===== config.mk =====
export PLATFORM = sky130hd
export DESIGN_NAME = breath_seq_ctrl_flat
export DESIGN_NICKNAME = d
export VERILOG_FILES = /design/src/rtl/breath_seq_ctrl_if.sv /design/src/rtl/breath_seq_ctrl.sv /design/src/flat_wrapper.sv
export SDC_FILE = /design/constraint.sdc
export NUM_CORES = 1
export LEC_CHECK = 0
export CORE_UTILIZATION = 35
export DETAILED_ROUTE_END_ITERATION = 10
export SLEW_MARGIN = 40
export SYNTH_ARGS = -nofsm -noshare
export SYNTH_HDL_FRONTEND = slang
export SYNTH_SLANG_ARGS = --single-unit

===== constraint.sdc =====
create_clock -name clk -period 4.39 [get_ports clk]
set_input_delay 0.439 -clock clk [delete_from_list [all_inputs] [get_ports clk]]
set_output_delay 0.439 -clock clk [all_outputs]
set_load 0.02 [all_outputs]

===== src/rtl/breath_seq_ctrl_if.sv =====
// Breathing-LED controller bus: control requests in, PWM drive and status out.
// Latency: wires only; all timing is defined by the controller.
// Backpressure: none. start/stop are single-cycle requests, outputs are status.
// Ports: start, stop, mode (requester -> controller);
//        led, busy, breath_done, active_idx (controller -> requester).
interface breath_seq_ctrl_if;
  logic       start;
  logic       stop;
  logic [1:0] mode;
  logic [3:0] led;
  logic       busy;
  logic       breath_done;
  logic [1:0] active_idx;

  modport master (
    output start, stop, mode,
    input  led, busy, breath_done, active_idx
  );

  modport slave (
    input  start, stop, mode,
    output led, busy, breath_done, active_idx
  );
endinterface


===== src/rtl/breath_seq_ctrl.sv =====
// Four-LED breathing sequencer: PWM duty ramps 0..PWM_PERIOD..0 per breath.
// Latency: start -> busy one edge; led registered one cycle behind fcnt/duty.
// Backpressure: none; start ignored while busy, stop fades out at the next step.
// Ports: clk, rst (sync, active-high); bus.start/stop/mode requests;
//        bus.led PWM drive, bus.busy, bus.breath_done pulse, bus.active_idx.
module breath_seq_ctrl #(
  parameter int PWM_PERIOD  = 1000,
  parameter int STEP_FRAMES = 50
) (
  input  logic              clk,
  input  logic              rst,
  breath_seq_ctrl_if.slave  bus
);

  localparam int FW = (PWM_PERIOD  > 1) ? $clog2(PWM_PERIOD)  : 1;
  localparam int SW = (STEP_FRAMES > 1) ? $clog2(STEP_FRAMES) : 1;
  localparam int DW = $clog2(PWM_PERIOD + 1);

  localparam logic [FW-1:0] FMAX = FW'(PWM_PERIOD - 1);
  localparam logic [SW-1:0] SMAX = SW'(STEP_FRAMES - 1);
  localparam logic [DW-1:0] DTOP = DW'(PWM_PERIOD - 1);

  localparam logic [1:0] MODE_CHASE = 2'b01;
  localparam logic [1:0] MODE_PING  = 2'b10;

  typedef enum logic [1:0] {IDLE, RISE, FALL} state_t;

  state_t        state, state_n;
  logic [FW-1:0] fcnt, fcnt_n;
  logic [SW-1:0] scnt, scnt_n;
  logic [DW-1:0] duty, duty_n;
  logic [1:0]    idx, idx_n;
  logic          dir, dir_n;       // pingpong direction: 0 counts up, 1 down
  logic [1:0]    mode_q, mode_n;
  logic          stop_pend, stop_n;
  logic          done_q, done_n;
  logic          busy_q, busy_n;
  logic [3:0]    led_q, led_n;
  logic [3:0]    sel;
  logic          fwrap, boundary;

  always_comb begin
    state_n  = state;
    fcnt_n   = fcnt;
    scnt_n   = scnt;
    duty_n   = duty;
    idx_n    = idx;
    dir_n    = dir;
    mode_n   = mode_q;
    stop_n   = stop_pend;
    done_n   = 1'b0;
    led_n    = 4'b0000;
    sel      = (mode_q == MODE_CHASE || mode_q == MODE_PING) ? (4'b0001 << idx) : 4'b1111;
    fwrap    = (fcnt == FMAX);
    boundary = fwrap && (scnt == SMAX);

    case (state)
      IDLE: begin
        if (bus.start && !bus.stop) begin
          state_n = RISE;
          fcnt_n  = '0;
          scnt_n  = '0;
          duty_n  = '0;
          idx_n   = 2'd0;
          dir_n   = 1'b0;
          mode_n  = bus.mode;
        end
      end

      RISE, FALL: begin
        led_n  = sel & {4{DW'(fcnt) < duty}};
        fcnt_n = fwrap ? '0 : fcnt + FW'(1);
        if (fwrap) scnt_n = (scnt == SMAX) ? '0 : scnt + SW'(1);
        if (bus.stop) stop_n = 1'b1;

        if (boundary) begin
          if (state == RISE && !stop_pend) begin
            duty_n = duty + DW'(1);
            if (duty == DTOP) state_n = FALL;
          end else if (duty == '0) begin
            // stop caught a rise that had not left zero yet
            state_n = IDLE;
            stop_n  = 1'b0;
            done_n  = 1'b1;
          end else begin
            // normal fall, or a rise turned around by a pending stop
            duty_n  = duty - DW'(1);
            state_n = FALL;
            if (duty == DW'(1)) begin
              done_n = 1'b1;
              if (stop_pend) begin
                state_n = IDLE;
                stop_n  = 1'b0;
              end else begin
                state_n = RISE;
                case (mode_q)
                  MODE_CHASE: idx_n = idx + 2'd1;
                  MODE_PING: begin
                    if (!dir) begin
                      if (idx == 2'd3) begin
                        idx_n = 2'd2;
                        dir_n = 1'b1;
                      end else begin
                        idx_n = idx + 2'd1;
                      end
                    end else begin
                      if (idx == 2'd0) begin
                        idx_n = 2'd1;
                        dir_n = 1'b0;
                      end else begin
                        idx_n = idx - 2'd1;
                      end
                    end
                  end
                  default: idx_n = 2'd0;
                endcase
              end
            end
          end
        end
      end

      default: state_n = IDLE;
    endcase

    busy_n = (state_n != IDLE);
  end

  always_ff @(posedge clk) begin
    if (rst) begin
      state     <= IDLE;
      fcnt      <= '0;
      scnt      <= '0;
      duty      <= '0;
      idx       <= 2'd0;
      dir       <= 1'b0;
      mode_q    <= 2'b00;
      stop_pend <= 1'b0;
      done_q    <= 1'b0;
      busy_q    <= 1'b0;
      led_q     <= 4'b0000;
    end else begin
      state     <= state_n;
      fcnt      <= fcnt_n;
      scnt      <= scnt_n;
      duty      <= duty_n;
      idx       <= idx_n;
      dir       <= dir_n;
      mode_q    <= mode_n;
      stop_pend <= stop_n;
      done_q    <= done_n;
      busy_q    <= busy_n;
      led_q     <= led_n;
    end
  end

  assign bus.led         = led_q;
  assign bus.busy        = busy_q;
  assign bus.breath_done = done_q;
  assign bus.active_idx  = idx;

endmodule

===== src/flat_wrapper.sv =====
// flat-port wrapper written by rule: the top's interface ports become plain ports
module breath_seq_ctrl_flat 
#(
  parameter int PWM_PERIOD  = 1000,
  parameter int STEP_FRAMES = 50
)
  (clk, rst, bus_start, bus_stop, bus_mode, bus_led, bus_busy, bus_breath_done, bus_active_idx);
  breath_seq_ctrl_if bus_i ();
  input  logic clk;
  input  logic rst;
  input wire logic [$bits(bus_i.start)-1:0] bus_start;
  input wire logic [$bits(bus_i.stop)-1:0] bus_stop;
  input wire logic [$bits(bus_i.mode)-1:0] bus_mode;
  output wire logic [$bits(bus_i.led)-1:0] bus_led;
  output wire logic [$bits(bus_i.busy)-1:0] bus_busy;
  output wire logic [$bits(bus_i.breath_done)-1:0] bus_breath_done;
  output wire logic [$bits(bus_i.active_idx)-1:0] bus_active_idx;
  assign bus_i.start = bus_start;
  assign bus_i.stop = bus_stop;
  assign bus_i.mode = bus_mode;
  assign bus_led = bus_i.led;
  assign bus_busy = bus_i.busy;
  assign bus_breath_done = bus_i.breath_done;
  assign bus_active_idx = bus_i.active_idx;
  breath_seq_ctrl #(.PWM_PERIOD(PWM_PERIOD), .STEP_FRAMES(STEP_FRAMES)) u_core (.clk(clk), .rst(rst), .bus(bus_i));
endmodule

; ---- Word level (Yosys, flattened, before mapping)
; Index checks and enable logic that the tools add are counted.
[classes]
bitwise_logic = 3
n_reduce_logical = 20
n_mux = 50
addsub = 6
n_eq_ne = 18
magnitude_cmp = 1
shifts = 1
[ops]
columns = operator, n
row1 = $mux W10, 5
row2 = $pmux W10 S2, 2
row3 = $mux W2, 15
row4 = $add A10 B1 Y10 const B, 2
row5 = $eq A10 B10 Y1 const B, 2
row6 = $mux W1, 19
row7 = $mux W6, 3
row8 = $pmux W2 S2, 3
row9 = $pmux W6 S2, 1
row10 = $eq A10 B1 Y1 const B, 1
row11 = $logic_not A10 Y1, 1
row12 = $lt A10 B10 Y1, 1
row13 = $ne A2 B1 Y1 const B, 5
row14 = $sub A10 B1 Y10 const B, 1
row15 = $reduce_and A8 Y1, 1
row16 = $reduce_and A7 Y1, 1
row17 = $add A6 B1 Y6 const B, 1
row18 = $eq A2 B2 Y1 const B, 3
row19 = $eq A6 B6 Y1 const B, 1
row20 = $ne A2 B2 Y1 const B, 3
row21 = $and A4 B4 Y4, 1
row22 = $eq A2 B1 Y1 const B, 2
row23 = $logic_not A2 Y1, 2
row24 = $mux W4, 1
row25 = other kinds (15), 22
[word_totals]
register_bits = 40
input_bits = 6
word_cells = 110

; ---- Longest topological paths before layout
; Gate-level depths: netlist of the first run.
[logic_depth]
ltp_word = 10
depth_mapped = 8
depth_no_buf = 7

; ---- Least setup slack after synthesis of the first run
; Ideal clock, no wire load.
[synth_timing]
path_type = register -> register
startpoint = register u_core.fcnt[0]
endpoint = register u_core.duty[3]
setup_ns = 0.121
setup_slack_ns = 2.354
t_arrival_ns = 1.915
path_stages_with_launch = 7
required_ns = 4.269
cell_sequence = dfxtp_1 ha_1 nand4_1 or4_4 a21oi_4 o211ai_2 mux2_4
[synth_via]
elab_chain_cells = 4
[synth_rtl]
columns = item, line
row1 = from (decl), breath_seq_ctrl.sv:29  ; logic [FW-1:0] fcnt, fcnt_n;
row2 = from (signal assigned), breath_seq_ctrl.sv:144  ; fcnt <= fcnt_n;
row3 = $eq A10 B10 Y1, breath_seq_ctrl.sv:54  ; fwrap = (fcnt == FMAX);
row4 = $logic_and A1 B1 Y1, breath_seq_ctrl.sv:55  ; boundary = fwrap && (scnt == SMAX);
row5 = $ne A2 B1 Y1 (no source line), -
row6 = $reduce_and A4 Y1 (no source line), -
row7 = to (signal assigned), breath_seq_ctrl.sv:146  ; duty <= duty_n;
row8 = to (decl), breath_seq_ctrl.sv:31  ; logic [DW-1:0] duty, duty_n;
; Every way passes these cells.
; A chain may end at the register's enable or synchronous reset.

; ---- Final worst setup path of the first run
[layout_timing]
startpoint = register u_core.state[0]
endpoint = register u_core.scnt[4]
[layout_via]
elab_chain_cells = 4
word_cells_on_any_way = 9
[layout_rtl]
columns = item, line
row1 = from (decl), breath_seq_ctrl.sv:28  ; state_t state, state_n;
row2 = from (signal assigned), breath_seq_ctrl.sv:143  ; state <= state_n;
row3 = $eq A2 B2 Y1 / $eq A2 B1 Y1 (equally long branches), breath_seq_ctrl.sv:57  ; case (state)
row4 = $reduce_or A2 Y1, breath_seq_ctrl.sv:57
row5 = $ne A2 B1 Y1 (no source line) / $reduce_bool A2 Y1 (equally long branches), -
row6 = $reduce_and A3 Y1 (no source line), -
row7 = to (signal assigned), breath_seq_ctrl.sv:145  ; scnt <= scnt_n;
row8 = to (decl), breath_seq_ctrl.sv:30  ; logic [SW-1:0] scnt, scnt_n;
; Several ways; a longest one is shown, not always the timed one.

==> flow_summary.json, run 1 <==
{
  "path_clk_slew_ns": 0.09,
  "synth-main-ff-cell": "dfxtp_1",
  "grt_pass1_wl_mm": 9.96,
  "post-route-drc-count": 0,
  "tightest_slew_ns": 0.670,
  "syn_area_per_cell_sq_um": 8.70,
  "ir_drop_mv": 0.186,
  "ioPinCount": 14,
  "antenna_found_initial": 0,
  "coreArea_sq_mm": 0.00725,
  "cp.buffers_inverters": 2,
  "ys_top_cells_by_count": "40 x dfxtp_1, 30 x nor2_1, 26 x ha_1",
  "clock_skew_ns": 0.00951,
  "grt_max_degree": 20,
  "synth-seq-cells": 40,
  "wire_per_inst_um": 14.3,
  "die_h_um": 88.8,
  "worstPathRequired_ns": 4.63,
  "setup_violations": 0,
  "post_cts_buffers": 0,
  "num_vias": 2228,
  "status": "finished clean",
  "clock_latency_ns": 0.30,
  "fin_tns_setup_ns": 0,
  "critPathSlowestCell": "ha_1",
  "io_buffers": 13,
  "syn_area_sq_mm": 0.00264,
  "critPathTopFamily": "adder cells",
  "maxCapViolCount": 0,
  "globalRouteOverflowTotal": 0,
  "syn-num-nets": 335,
  "clockRootBuffer": "clkbuf_8",
  "max_freq_mhz": 405,
  "cts_buffers": 5,
  "cts.sinks": 40,
  "yosysTopAreaCell": "dfxtp_1",
  "synth_area_leaders": "dfxtp_1 30%, ha_1 12%, nor2_1 4.3%, xor2_1 3.7%, nand4_1 3.6%",
  "cts_tree": "built",
  "synth_edf_count": 0,
  "die-area_sq_mm": 0.00788,
  "first_iter_violations": 75,
  "drive_gt1_share_pct": 7.62,
  "worst-setup-path-type": "reg -> reg",
  "area_growth_pct": 11.9,
  "hold_slack_ns": 0.510,
  "synth_warnings": 0,
  "critPathMaxStageDelay_ns": 0.66,
  "synth.top_cell.area_share_pct": 30.4,
  "end_kind": "flip-flop",
  "vias_per_cell": 5.38,
  "grt_pass1_vias": 2013,
  "drv_slew": 0,
  "cp_max_fo": 19,
  "dr.pass1.iters": 4,
  "yosysMostFrequentCell": "dfxtp_1",
  "netlist_instances": 303,
  "htree_num_levels": 2,
  "crit_path_cell_trace": "inv_1 > ha_1 > inv_1 > o21ai_2 > nand2_1 > nor2_1",
  "async_flop_share_pct": 0,
  "worst_path_most_repeated_cell": "inv_1",
  "relSlewSlack_pct": 55.4,
  "final_hold_viol_count": 0,
  "cts_buffer_depth": 2,
  "ant_nets": 0,
  "place.gp.congestion": 0.896,
  "rows": 31,
  "p_leak_uw": 0.00110,
  "yosysSeqAreaShare_pct": 30.4,
  "fin_nets": 346,
  "drt-total-wl_mm": 5.93,
  "die_w_um": 88.8,
  "start_util_pct": 36.3,
  "min_period_ns": 2.47,
  "dp_hpwl_mm": 4.43,
  "gr-usage-all-layers_pct": 16.3,
  "ctsHoldBuffers": 0,
  "antennaDiodeCount": 0,
  "pwr_density_cell_mw_per_mm2": 300,
  "arrival_ns": 2.71,
  "rsz0062_at_grt": "no",
  "startpoint_type": "flip-flop",
  "fin_crit_sh_pct": 56.3,
  "worstHoldPathType": "reg -> reg",
  "cts_resized": 0,
  "synthDistinctLibCells": 63
}
power by group:
part | switching, uW | total (uW) | internal, uW
clock | 144 | 271 | 128
combinational | 127 | 214 | 87.1
sequential | 21.9 | 400 | 378
worst paths after layout:
check	start	to	slack (ns)	cells after the start
max reg2reg	u_core.state[0]$_SDFF_PP0_	u_core.scnt[4]$_SDFFE_PP0P_	1.92	6
min	u_core.scnt[1]$_SDFFE_PP0P_	u_core.scnt[1]$_SDFFE_PP0P_	0.51	2
min reg2reg	u_core.scnt[1]$_SDFFE_PP0P_	u_core.scnt[1]$_SDFFE_PP0P_	0.51	2
max	u_core.state[0]$_SDFF_PP0_	u_core.scnt[4]$_SDFFE_PP0P_	1.92	6
stage by stage:
stage	area [sq um]	utilization, %	setup slack [ns]	power (uW)	instances
2_1_floorplan	2640	-	2.35	567	303
3_3_place_gp	2850	39.3	1.71	617	406
3_5_place_dp	2850	39.3	1.69	619	406
4_1_cts	2950	40.7	1.90	893	414
5_1_grt	2950	40.7	1.66	936	414
6_report	2950	40.7	1.92	885	414
per-layer routing:
metal	part of all wire, %	up-vias	track usage [%]
met1	51	1046	22.7
li1	-	1142	-
met5	0	-	0
met3	2.7	4	2.80
met4	0.98	0	4.40
met2	45	36	25.9
placed cells by master, fill, tap and decap left out, types with 4 or more instances in the layout:
cell type	instances
dfxtp_1	40
nor2_1	30
ha_1	26
inv_1	21
nand2_1	17
nand4_1	15
clkdlybuf4s50_1	13
xor2_1	11
a21oi_1	9
nor3_1	8
o31ai_1	8
or4_1	8
nand3_1	7
a21boi_1	7
o21a_1	6
o21ai_0	6
clkbuf_8	6
nor4_1	5
and3_1	5
a21o_1	5
nand2b_1	4
worst register-to-register path: cells and delay by family, from the launching register on:
kind                       cells  cell delay [ns]
adders and majority gates      1             0.66
AOI/OAI and AO/OA              1             0.62
buffers and inverters          2             0.35
and+or+nand+nor                2             0.41
DFF                            1             0.37
layout make-up:
cell class                      count  area (sq um)
Sequential cell                    40           801
Tap cell                           99           124
Timing Repair Buffer               14           138
Inverter                           21          78.8
Clock inverter                      2          15.0
Fill cell                         726          4300
Clock buffer                        6          82.6
Multi-Input combinational cell    232          1710
registers in the layout, indices dropped and copies added (netlist names):
signal	cells
u_core.bus.active_idx	2
u_core.bus.breath_done	1
u_core.bus.busy	1
u_core.bus.led	4
u_core.dir	1
u_core.duty	10
u_core.fcnt	10
u_core.mode_q	2
u_core.scnt	6
u_core.state	2
u_core.stop_pend	1
cells by family (layout without fill, tap and decap cells):
kind of cell / count (synthesis) / after routing / share of synthesized area, %
adders and majority gates: 26 / 26 / 12.3
and+or+nand+nor: 121 / 121 / 26.7
xor gates and xnor gates: 14 / 14 / 4.65
DFF: 40 / 40 / 30.4
buffers and inverters: 31 / 43 / 4.70
muxes: 3 / 3 / 1.33
AOI/OAI and AO/OA: 68 / 68 / 19.9
Power figures use the tool's default switching activity.
==> inputs of run 2 (changes only) <==
==> constraint.sdc (replaced) <==
create_clock -name clk -period 2.4 [get_ports clk]
set_input_delay 0.24 -clock clk [delete_from_list [all_inputs] [get_ports clk]]
set_output_delay 0.24 -clock clk [all_outputs]
set_load 0.02 [all_outputs]
==> run 2 against run 1 <==
Compared with the run above: cell count is 2.4% higher; flip-flop and latch count is the same; global-route usage is 0.35 points higher; cell area grew 2.6%; via count grew 3.8%; critical path type unchanged.
==> flow_summary.json, run 2 (synthesis results as in run 1) <==
{
  "grt_max_degree": 20,
  "drv_slew": 0,
  "final_core_util_pct": 41.7,
  "num_vias": 2312,
  "ioPinCount": 14,
  "gr-usage-all-layers_pct": 16.7,
  "die-area_sq_mm": 0.00788,
  "pwr_density_cell_mw_per_mm2": 526,
  "grt_pass1_vias": 2064,
  "relSlewSlack_pct": 59.9,
  "wire_per_inst_um": 14.1,
  "fin_tns_setup_ns": 0,
  "grt_busiest_layer": "met2",
  "ir_drop_mv": 0.252,
  "worst-setup-path-type": "reg -> reg",
  "ant_nets": 0,
  "grt_use_met2_pct": 27.0,
  "p_leak_uw": 0.00115,
  "post_cts_buffers": 0,
  "post-route-drc-count": 0,
  "status": "finished clean",
  "rsz0062_at_grt": "no",
  "setup_violations": 0,
  "drive_gt1_share_pct": 10.2,
  "die_h_um": 88.8,
  "placed_area_sq_mm": 0.00293,
  "drt-total-wl_mm": 5.99,
  "tightest_slew_ns": 0.594,
  "first_iter_violations": 123,
  "cts_buffers": 5,
  "final_common_cell": "dfxtp_1",
  "grtUsageMet1_pct": 22.7,
  "clock_latency_ns": 0.29,
  "dr.pass1.iters": 4,
  "start_util_pct": 36.3,
  "ctsHoldBuffers": 0,
  "place.gp.congestion": 0.907,
  "cts_resized": 0,
  "final_hold_viol_count": 0,
  "end_kind": "flip-flop",
  "dp_hpwl_mm": 4.53,
  "final_area_sq_mm": 0.00303,
  "grt_pass1_wl_mm": 10.1,
  "io_buffers": 13,
  "worstHoldPathType": "reg -> reg",
  "antenna_found_initial": 0,
  "final_cell_mix": "40 x dfxtp_1, 30 x nor2_1, 26 x ha_1",
  "fin_crit_sh_pct": 92.1,
  "largestRegisters": "u_core.duty x10, u_core.fcnt x10, u_core.scnt x6",
  "arrival_ns": 2.40,
  "startpoint_type": "flip-flop",
  "min_period_ns": 2.21,
  "cts_tree": "built",
  "globalRouteOverflowTotal": 0,
  "coreArea_sq_mm": 0.00725,
  "area_growth_pct": 14.8,
  "worstPathRequired_ns": 2.59,
  "use_met3_pct": 2.80,
  "die_w_um": 88.8,
  "maxCapViolCount": 0,
  "fin_nets": 356,
  "max_freq_mhz": 453,
  "clock_skew_ns": 0.00621,
  "htree_num_levels": 2,
  "vias_per_cell": 5.45,
  "cp_max_fo": 8,
  "clockRootBuffer": "clkbuf_8",
  "cts_buffer_depth": 2,
  "rows": 31,
  "path_clk_slew_ns": 0.08,
  "antennaDiodeCount": 0,
  "cts.sinks": 40
}
run 2: report_power, final:
part | internal [uW] | leakage (uW) | switching, uW
logic | 176 | 0.000782 | 239
registers | 692 | 0.000324 | 40.5
clock network | 208 | 0.0000424 | 237
run 2: area by class of cell:
cell class,count,area (sq um)
fill,735,4230
tap,99,124
timing repair buffer,24,213
sequential,40,801
inverter,21,78.8
clock inverter,1,8.76
multi-input combinational,232,1730
clock buffer,7,76.3
run 2: metal layers:
layer  vias up  share of wire (%)
met3         6                2.8
met4         0                1.2
met2        41                 47
li1       1159                  -
met5         -                  0
met1      1106                 49
run 2: final timing paths:
kind	from	to	slack [ns]	cells after the start
setup / recovery	u_core.fcnt[0]$_SDFFE_PP0P_	u_core.duty[3]$_SDFFE_PP0P_	0.19	6
hold / removal	u_core.scnt[1]$_SDFFE_PP0P_	u_core.scnt[1]$_SDFFE_PP0P_	0.51	2
setup reg to reg	u_core.fcnt[0]$_SDFFE_PP0P_	u_core.duty[3]$_SDFFE_PP0P_	0.19	6
hold reg to reg	u_core.scnt[1]$_SDFFE_PP0P_	u_core.scnt[1]$_SDFFE_PP0P_	0.51	2
run 2: worst max-delay path, cell delays in order, from the launching register on:
cell	delay, ns
dfxtp_1	0.49
ha_1	0.22
nand4_1	0.18
or4_4	0.55
a21oi_4	0.22
o211ai_2	0.14
mux2_4	0.31
run 2: through the flow:
| stage | worst slack (ns) | hold WS, ns | cells | power, uW |
|---|---|---|---|---|
| after detailed placement | 0.148 | 0.495 | 416 | 1160 |
| after global placement | 0.146 | 0.487 | 416 | 1150 |
| after floorplan | 0.364 | 0.384 | 303 | 1040 |
| after CTS | 0.118 | 0.509 | 424 | 1610 |
| final | 0.190 | 0.511 | 424 | 1590 |
| after global routing | 0.0229 | 0.537 | 424 | 1690 |
